===== config.mk =====
export PLATFORM = sky130hd
export DESIGN_NAME = sync_fifo_param
export DESIGN_NICKNAME = d
export VERILOG_FILES = /design/src/rtl/sync_fifo_param.sv
export SDC_FILE = /design/constraint.sdc
export NUM_CORES = 1
export LEC_CHECK = 0
export CAP_MARGIN = 5
export CORE_ASPECT_RATIO = 0.8
export CORE_MARGIN = 4
export CORE_UTILIZATION = 50
export CTS_CLUSTER_SIZE = 20
export DETAILED_ROUTE_END_ITERATION = 8
export PLACE_DENSITY = 0.68
export SLEW_MARGIN = 40
export SYNTH_ARGS = -nofsm -noshare
export SYNTH_HDL_FRONTEND = slang
export SYNTH_SLANG_ARGS = --single-unit
export TNS_END_PERCENT = 30

===== constraint.sdc =====
create_clock -name clk -period 2.8 [get_ports clk]
set_input_delay 0.56 -clock clk [delete_from_list [all_inputs] [get_ports clk]]
set_output_delay 0.56 -clock clk [all_outputs]
set_load 0.02 [all_outputs]

===== src/rtl/sync_fifo_param.sv =====
// Parametrised single-clock FIFO that holds all DEPTH entries.
// Supports simultaneous read/write, programmable thresholds, sticky error flags and a FWFT read mode.
module sync_fifo_param #(
  parameter int WIDTH    = 8,
  parameter int DEPTH    = 16,
  parameter int AF_LEVEL = DEPTH - 2,
  parameter int AE_LEVEL = 2,
  parameter int FWFT     = 0
) (
  input  logic                     clk,
  input  logic                     rst_n,
  input  logic                     wr,
  input  logic [WIDTH-1:0]         din,
  input  logic                     rd,
  output logic [WIDTH-1:0]         dout,
  output logic                     full,
  output logic                     empty,
  output logic                     almost_full,
  output logic                     almost_empty,
  output logic [$clog2(DEPTH):0]   count,
  output logic                     overflow,
  output logic                     underflow,
  input  logic                     err_clr
);

  localparam int AW = $clog2(DEPTH);
  localparam logic [AW:0]   DEPTH_C = (AW+1)'(DEPTH);
  localparam logic [AW:0]   AF_C    = (AW+1)'(AF_LEVEL);
  localparam logic [AW:0]   AE_C    = (AW+1)'(AE_LEVEL);
  localparam logic [AW:0]   CNT_ONE = (AW+1)'(1'b1);
  localparam logic [AW-1:0] PTR_ONE = AW'(1'b1);

  logic [WIDTH-1:0] mem_q [DEPTH];

  logic [AW-1:0] wptr_q, wptr_d;
  logic [AW-1:0] rptr_q, rptr_d;
  logic [AW:0]   count_q, count_d;
  logic          full_q, full_d;
  logic          empty_q, empty_d;
  logic          afull_q, afull_d;
  logic          aempty_q, aempty_d;
  logic          ovf_q, ovf_d;
  logic          unf_q, unf_d;
  logic          wa_s, ra_s;

  // Accept decisions: a read frees a slot, so a full FIFO still takes a write alongside it.
  always_comb begin
    ra_s = rd && !empty_q;
    wa_s = wr && (!full_q || ra_s);
  end

  // Next-state for pointers, occupancy, status flags and sticky errors.
  always_comb begin
    wptr_d = wptr_q;
    rptr_d = rptr_q;
    if (wa_s) begin
      wptr_d = wptr_q + PTR_ONE;
    end else begin
      wptr_d = wptr_q;
    end
    if (ra_s) begin
      rptr_d = rptr_q + PTR_ONE;
    end else begin
      rptr_d = rptr_q;
    end

    count_d = count_q;
    case ({wa_s, ra_s})
      2'b10:   count_d = count_q + CNT_ONE;
      2'b01:   count_d = count_q - CNT_ONE;
      default: count_d = count_q;
    endcase

    // Flags are registered from the next count so they track the count register exactly.
    full_d   = (count_d == DEPTH_C);
    empty_d  = (count_d == {(AW+1){1'b0}});
    afull_d  = (count_d >= AF_C);
    aempty_d = (count_d <= AE_C);

    // A fresh error in the clearing cycle must survive, hence set-over-clear.
    ovf_d = (wr && !wa_s) || (ovf_q && !err_clr);
    unf_d = (rd && !ra_s) || (unf_q && !err_clr);
  end

  // Control and status registers.
  always_ff @(posedge clk or negedge rst_n) begin
    if (!rst_n) begin
      wptr_q   <= {AW{1'b0}};
      rptr_q   <= {AW{1'b0}};
      count_q  <= {(AW+1){1'b0}};
      full_q   <= 1'b0;
      empty_q  <= 1'b1;
      afull_q  <= 1'b0;
      aempty_q <= 1'b1;
      ovf_q    <= 1'b0;
      unf_q    <= 1'b0;
    end else begin
      wptr_q   <= wptr_d;
      rptr_q   <= rptr_d;
      count_q  <= count_d;
      full_q   <= full_d;
      empty_q  <= empty_d;
      afull_q  <= afull_d;
      aempty_q <= aempty_d;
      ovf_q    <= ovf_d;
      unf_q    <= unf_d;
    end
  end

  // Storage array; contents are intentionally not reset.
  always_ff @(posedge clk) begin
    if (wa_s) begin
      mem_q[wptr_q] <= din;
    end
  end

  generate
    if (FWFT == 0) begin : g_std
      logic [WIDTH-1:0] dout_q;

      // Registered read port: loads only on an accepted read, otherwise holds.
      always_ff @(posedge clk or negedge rst_n) begin
        if (!rst_n) begin
          dout_q <= {WIDTH{1'b0}};
        end else if (ra_s) begin
          dout_q <= mem_q[rptr_q];
        end else begin
          dout_q <= dout_q;
        end
      end

      assign dout = dout_q;
    end else begin : g_fwft
      // Head word is always on display; rd acknowledges it.
      assign dout = mem_q[rptr_q];
    end
  endgenerate

  assign full         = full_q;
  assign empty        = empty_q;
  assign almost_full  = afull_q;
  assign almost_empty = aempty_q;
  assign count        = count_q;
  assign overflow     = ovf_q;
  assign underflow    = unf_q;

endmodule


* Yosys cells after proc, flatten, opt, wreduce, memory -nomap -nowiden
Memories as Yosys holds them, arrays and structs flattened. A register that Yosys moved wholly into a read port is not among the register bits.
Cells that the tools add are included.
** Word-level totals
- Bits in registers :: 19
- Memory bits (writable) :: 128
- Input bits :: 13
- Word-level logic and storage cells :: 38
- Memories kept :: 1
** Cells by class
- Add/subtract/negate cells :: 4
- Magnitude comparators :: 2
- Equality and inequality tests :: 3
- Muxes and demuxes :: 3
- Reduce and logical (&&, ||, !) cells :: 16
** Memory list
- mem_q :: depth 16, width 8, rd ports 1, clocked after memory_dff 1, write ports 1, line 33 : logic [WIDTH-1:0] mem_q [DEPTH];
** Operators by type and width (count)
- 5-bit case mux with 2 select lines :: 1
- 4-bit by 1-bit adder with 4-bit output (second input constant) :: 2
- 1-bit logical AND :: 6
- 1-bit zero test :: 6
- 5-bit by 1-bit adder with 5-bit output (second input constant) :: 1
- 5-bit equality test (second input constant) :: 1
- 5-bit by 4-bit >= comparator with 1-bit output (second input constant) :: 1
- 5-bit by 2-bit <= comparator with 1-bit output (second input constant) :: 1
- 5-bit zero test :: 1
- 5-bit by 1-bit subtractor with 5-bit output (second input constant) :: 1
- 1-bit logical OR :: 3
- 2-bit by 1-bit equality test with 1-bit output (second input constant) :: 1
- 2-bit equality test (second input constant) :: 1
- 1-bit 2-to-1 mux :: 2

* Longest topological paths before layout
Gate-level depths: netlist of run 1.
- Depth in word-level cells :: 7
- Mapped depth :: 13

* Worst setup path after synthesis of run 1
Ideal clock, no wire load.
- Path kind :: in2reg
- Start :: input port rd
- End :: register full_q, in the netlist full
- Arrival :: 2.786 ns
- Required time :: 2.680 ns
- Slack :: -0.106 ns
- Stages on the path :: 13
- Path buffers :: 1
- Cells stage by stage :: nand2b_1 -> a21boi_1 -> inv_1 -> ha_1 -> buf_2 -> xor2_1 -> ha_1 -> or3b_1 -> nand4b_1 -> o41ai_1 -> xnor2_1 -> inv_1 -> and3_1
** On the way
- Cells in the longest elaborated chain, start to end :: 6
- Elaborated cells between the ends (all ways) :: 7
- Classes of those cells :: eq/ne: 3; mux: 1; reduce/logical: 3
** RTL lines
- start, declared :: line 14 : input logic rd,
- 1-bit logical AND * :: line 48 : ra_s = rd && !empty_q;
- 1-bit logical OR :: line 49 : wa_s = wr && (!full_q || ra_s);
- 1-bit logical AND :: line 49
- 2-bit by 1-bit equality test with 1-bit output / 2-bit equality test (equally long branches) :: line 68 : case ({wa_s, ra_s})
- 5-bit case mux with 2 select lines * :: line 68
- named net count_d[4] :: line 37 : logic [AW:0] count_q, count_d;
- 5-bit equality test * :: line 75 : full_d = (count_d == DEPTH_C);
- named net full_d :: line 38 : logic full_q, full_d;
- end signal, assigned :: line 101 : full_q <= full_d;
- end, declared :: line 38
The timed path passes the listed nets; every way through them passes the cells marked *.
A chain may end at the register's enable or synchronous reset.

* Worst setup path in the final report of run 1
- Start :: input port rd
- End :: register empty_q, in the netlist empty
** On the way
- Cells in the longest elaborated chain, start to end :: 6
- Elaborated cells between the ends (all ways) :: 7
- Classes of those cells :: eq/ne: 2; mux: 1; reduce/logical: 4
** RTL lines
- 1-bit logical AND * :: line 48
- 1-bit logical OR :: line 49
- 1-bit logical AND :: line 49
- 2-bit by 1-bit equality test with 1-bit output / 2-bit equality test (equally long branches) :: line 68
- 5-bit case mux with 2 select lines * :: line 68
- 5-bit zero test * :: line 76 : empty_d = (count_d == {(AW+1){1'b0}});
- named net empty_d :: line 39 : logic empty_q, empty_d;
- end signal, assigned :: line 102 : empty_q <= empty_d;
- end, declared :: line 39
Marks and branches as above.

==> impl_metrics.tcl, run 1 <==
set metrics [dict create \
    status "completed" \
    post-route-util_pct 61.4 \
    rsz0062_at_grt "yes" \
    area.growth.synth_to_final_pct 19.5 \
    async_reset_ff_share_pct 17.4 \
    htreeDepth 4 \
    antenna_cells 0 \
    clk_pin_slew_ps 70 \
    path_cells "clkdlybuf4s50_1, nand2b_1, a21boi_2, inv_1, ha_1, xor2_1, ha_1, nor3b_2, or4b_1, nand3_1, and3_1" \
    portBuffers 31 \
    ys_ff_latch 155 \
    final_common_cell "edfxtp_1" \
    grt_pass1_wl_mm 18.1 \
    syn_nets 369 \
    ys.flop_type "edfxtp_1" \
    crit_required_ps 3170 \
    min_period_ps 2690 \
    crit_path_start_kind "primary input" \
    pwr_density_cell_mw_per_mm2 1020 \
    yosys.area.top_type_share_pct 61.1 \
    cts.path.max_buffers 2 \
    skew_ps 20.5 \
    cap_violations 0 \
    cpMostUsedCell "ha_1" \
    yosys.area.top_type "edfxtp_1" \
    post_route_cells_drive_above_1_share_pct 23.2 \
    slowest_stage "clkdlybuf4s50_1" \
    initial_utilization_pct 51.3 \
    max_freq_mhz 372 \
    dieHeight_microns 108 \
    nNetsFinal 430 \
    wl_per_cell_microns 19.2 \
    first_iter_violations 340 \
    place_hpwl_mm 7.34 \
    grt_pass1_vias 3293 \
    via_count 3258 \
    syn_avg_cell_area_sq_um 18.1 \
    antenna_found_initial 0 \
    holdCritPathClass "register to register" \
    hold_viol 0 \
    setup_viol 0 \
    postCtsHoldBufs 0 \
    crit_arrival_ps 3060 \
    most-common-layout-cells "128 x edfxtp_1, 31 x clkdlybuf4s50_1, 30 x buf_4" \
    holdWs_ps 481 \
    cts_sinks 155 \
    slew_headroom_pct 56.4 \
    synth-edff-count 128 \
    fp.coreArea_sq_mm 0.0123 \
    gp_congestion 0.837 \
    ys_warn_count 0 \
    grt_overflow 0 \
    first_pass_iters 4 \
    synth_area_sq_mm 0.00629 \
    grt_max_degree 36 \
    vdd_drop_max_uv 583 \
    setup.worst_path.class "primary input to register" \
    slowest_delay_ps 480 \
    fin_crit_sh_pct 96.1 \
    grt.total_usage_pct 17.0 \
    synth.area.top_cells "edfxtp_1 61%, dfrtp_1 9.9%, mux4_2 7.9%, mux4_1 4.2%, nand2_1 1.7%" \
    crit_path_end_kind "register" \
    drt_wl_total_mm 11.4 \
    cts_tree "yes" \
    p_leak_nw 2.67 \
    worst_slew_pin_slew_ps 654 \
    viasPerCell 5.49 \
    maxSlewViolCount 0 \
    crit_path_max_fanout 2 \
    dieArea_sq_mm 0.0145 \
    fp.dieW_microns 133 \
    ios 32 \
    synth_cell_type_count 40 \
    route.detailed.drc 0 \
    cts_root_buffer "clkbuf_16" \
    final_antenna_net_count 0 \
    ys_seq_area_share_pct 71.9 \
    syn_inst 348 \
    rows 36 \
    clock_latency_ps 420 \
    numCtsBuffers 17 \
]
[final cells by class]
type / count / area (sq um)
clock buffers: 18 / 429
inverters: 11 / 41.3
well taps: 171 / 214
fillers: 902 / 4730
flip-flops and latches: 155 / 4520
clock inverters: 14 / 134
repair buffers: 62 / 556
multi-input cells: 162 / 1620
[path summary, 6_finish.rpt]
| kind | from | end | slack [ps] | depth (start not counted) |
|---|---|---|---|---|
| worst max-delay path | rd | empty | 110 | 11 |
| worst min-delay path | dout[6] | dout[6] | 480 | 2 |
| worst min register to register | dout[6] | dout[6] | 480 | 2 |
| max in group asynchronous | rst_n | rptr_q[0] | 1980 | 2 |
| min in group asynchronous | rst_n | full | 520 | 2 |
| worst max register to register | empty | empty | 220 | 10 |
[metrics by stage]
step	setup WS (ps)	TNS, ps	cells	cell area (sq um)	total power [mW]
finish	110	0	593	7520	7.66
global route	-0.288	-0.288	593	7520	8.08
CTS	95.5	0	593	7510	7.73
detailed placement	-321	-1350	561	6950	5.57
global placement	-247	-968	561	6950	5.52
floorplan	43.5	0	348	6290	4.79
[synth_stat cells, types with 9 or more instances]
cell type  count
nand2_1       28
nor2_1        13
dfrtp_1       25
xnor2_1       10
o21ai_0        9
mux2i_1        9
mux4_1        10
mux4_2        22
inv_1         11
edfxtp_1     128
[state kept, by name (all words and copies together) (netlist names)]
name,cells
almost_empty,1
almost_full,1
count,5
dout,8
empty,1
full,1
mem_q,128
overflow,1
rptr_q,4
underflow,1
wptr_q,4
[repair_timing]
item / in CTS / in global routing
setup buffers: 0 / 0
gates resized for setup: 0 / 1
endpoints found under the setup margin: 0 / 2
[power breakdown]
part | switching (mW) | internal (mW) | total [mW]
sequential | 0.307 | 2.88 | 3.19
combinational | 1.14 | 1.17 | 2.31
clock | 0.922 | 1.24 | 2.16
[cells by family (layout without fill, tap and decap cells)]
group                    after synthesis  in the layout  synth area share (%)
flip-flops                           155            155                  71.9
AND/OR/NAND/NOR                       63             63                  4.73
multiplexers                          49             49                  14.9
buffers and inverters                 31            105                  2.51
AO/OA/AOI/OAI                         30             30                  2.70
XOR/XNOR                              12             12                  1.67
adder cells (fa/ha/maj)                8              8                  1.59
[layer usage]
layer | GRT usage (%) | up-vias | share of wire [%]
met5 | 0 | - | 0
met3 | 5.16 | 4 | 5.4
li1 | - | 1483 | -
met4 | 4.55 | 0 | 0.19
met1 | 24.0 | 1687 | 46
met2 | 26.3 | 84 | 49
[critical path, delay by kind of cell]
family / cells / cell delay [ps]
compound gates: 1 / 170
xor+xnor: 1 / 170
fa+ha+maj: 2 / 550
buf+inv: 2 / 550
simple gates: 5 / 1050
Note: power is estimated with default switching activity, not from simulation.
==> inputs of run 2 (changes only) <==
- HOLD_SLACK_MARGIN: default -> 0.08
- clock period: 2.8 -> 2.4 ns (I/O delays scaled with it)
==> run 2 against run 1 <==
Via count fell by 0.95%. Cell count up 0.84%. Global-route usage rose by 0.73 points. Sequential power increased by 15%. Clock-buffer cell count up 1. Total power rose by 17%. Register-to-register slack worse by 300 ps. The run now ends with setup timing left. Critical path depth is 1 higher. First-iteration DRC count fell by 11%. Setup slack got worse by 200 ps. Hold slack lost 25 ps.
==> impl_metrics.tcl, run 2 (synthesis results as in run 1) <==
set metrics [dict create \
    status "finished with violations" \
    violations "setup timing" \
    route.detailed.drc 0 \
    cap_violations 0 \
    holdWs_ps 456 \
    seqPwrFrac_pct 40.7 \
    place_hpwl_mm 7.30 \
    first_pass_iters 4 \
    total_power_mw 8.98 \
    numCtsBuffers 17 \
    largest_reg_flops 128 \
    switching_share_pct 30.6 \
    skew_ps 7.48 \
    fin_cells 598 \
    cts_root_buffer "clkbuf_16" \
    cts_tree "yes" \
    p_leak_nw 2.68 \
    most-common-layout-cells "128 x edfxtp_1, 35 x buf_4, 30 x clkdlybuf4s50_1" \
    holdCritPathClass "primary input to asynchronous set/reset pin" \
    crit_path_end_kind "register" \
    via_count 3227 \
    p_int_mw 6.24 \
    clkPwrFrac_pct 27.0 \
    path_cells "clkdlybuf4s50_1, a21boi_4, inv_2, ha_4, xor2_1, ha_2, or3b_1, nand4b_1, o41ai_2, xnor2_1, inv_1, and3_1" \
    slew_headroom_pct 59.4 \
    htreeDepth 4 \
    viasPerCell 5.40 \
    min_period_ps 2490 \
    grt_pass1_vias 3355 \
    crit_family "simple AND/OR/NAND/NOR gates" \
    seqCellArea_sq_mm 0.00452 \
    antenna_found_initial 0 \
    grt_pass1_wl_mm 18.6 \
    crit_required_ps 2700 \
    p_sw_mw 2.75 \
    crit_path_max_fanout 4 \
    multi_input_area_sq_mm 0.00165 \
    worst_slack_ps -91.7 \
    grt_overflow 0 \
    post_route_cells_drive_above_1_share_pct 24.4 \
    vdd_drop_max_uv 648 \
    max_freq_mhz 401 \
    rsz0062_at_grt "yes" \
    clock_latency_ps 410 \
    slowest_delay_ps 480 \
    setup_viol 4 \
    fillers 895 \
    pwr_density_cell_mw_per_mm2 1190 \
    grt.total_usage_pct 17.7 \
    wl_per_cell_microns 19.7 \
    area.growth.synth_to_final_pct 20.5 \
    slowest_stage "clkdlybuf4s50_1" \
    gp_congestion 0.832 \
    ios 32 \
    grt_max_degree 36 \
    hold_viol 0 \
    crit_arrival_ps 2790 \
    first_iter_violations 302 \
    fp.dieW_microns 133 \
    crit_buf_inv 3 \
    setup.worst_path.class "primary input to register" \
    portBuffers 31 \
    dieArea_sq_mm 0.0145 \
    worst_slew_pin_slew_ps 609 \
    place_ws_ps -585 \
    placed_cells_incl_taps 562 \
    p_comb_share_pct 32.3 \
    final_antenna_net_count 0 \
    cts_sinks 155 \
    fin_crit_sh_pct 104 \
    antenna_cells 0 \
    cts.path.max_buffers 2 \
    nNetsFinal 436 \
    fp.coreArea_sq_mm 0.0123 \
    dieHeight_microns 108 \
    drt_wl_total_mm 11.8 \
    top_register "mem_q" \
    maxSlewViolCount 0 \
    clk_pin_slew_ps 60 \
    final_common_cell "edfxtp_1" \
    crit_path_start_kind "primary input" \
    initial_utilization_pct 51.3 \
    rows 36 \
]
-- run 2: cell types whose count changed in the layout (fill, tap and decap cells not counted), sizes merged --
cell	before	now
clkinv	4	3
buf	31	37
clkinvlp	3	8
dlygate4sd2	0	1
inv	17	11
clkbuf	18	19
clkdlybuf4s50	31	30
-- run 2: area by class of cell --
cell class / count / share of cell area, %
Sequential cell: 155 / 59.7
Multi-Input combinational cell: 162 / 21.8
Timing Repair Buffer: 68 / 8.07
Clock buffer: 19 / 5.71
Tap cell: 171 / 2.82
Clock inverter: 12 / 1.35
Inverter: 11 / 0.545
-- run 2: metal layers --
| layer | global-route usage, % | share of wire (%) | vias up |
|---|---|---|---|
| met4 | 4.11 | 0.81 | 0 |
| met3 | 5.49 | 6.5 | 8 |
| met1 | 24.2 | 44 | 1629 |
| met5 | 0 | 0 | - |
| met2 | 28.6 | 49 | 99 |
| li1 | - | - | 1491 |
-- run 2: timing repair --
action	in CTS	in global routing
endpoints found under the setup margin	5	6
gates resized for setup	1	0
setup buffers	4	1
pin swaps	3	2
hold buffers	0	0
-- run 2: path summary, 6_finish.rpt --
kind	cells after the start	from	to	slack [ps]
worst max register to register	12	empty	full	-80
min in group clk	2	dout[0]	dout[0]	480
worst min register to register	2	dout[0]	dout[0]	480
worst max-delay path	12	wr	full	-90
max in group asynchronous	2	rst_n	almost_empty	1640
worst min-delay path	2	rst_n	full	460
-- run 2: power groups by stage --
stage / logic (mW) / clock network, mW / registers (mW)
2_1_floorplan: 1.89 / 0 / 3.72
3_3_place_gp: 2.87 / 0 / 3.69
3_5_place_dp: 2.89 / 0 / 3.71
4_1_cts: 2.93 / 2.47 / 3.66
5_1_grt: 3.16 / 2.60 / 3.70
6_report: 2.90 / 2.42 / 3.66
-- run 2: through the flow --
stage / setup TNS [ps] / instance area, sq um / utilization [%]
3_3_place_gp: -2760 / 7010 / 57.2
2_1_floorplan: -417 / 6340 / -
3_5_place_dp: -3010 / 7010 / 57.2
5_1_grt: -879 / 7580 / 61.9
6_report: -213 / 7580 / 61.9
4_1_cts: -87.0 / 7570 / 61.8
-- run 2: worst reg2reg max path: cells and delay by family, from the launching register on --
| family | cells | cell delay (ps) |
|---|---|---|
| simple gates | 4 | 780 |
| compound gates | 2 | 140 |
| xor+xnor | 2 | 420 |
| fa+ha+maj | 2 | 330 |
| flops | 1 | 530 |
| buf+inv | 2 | 160 |
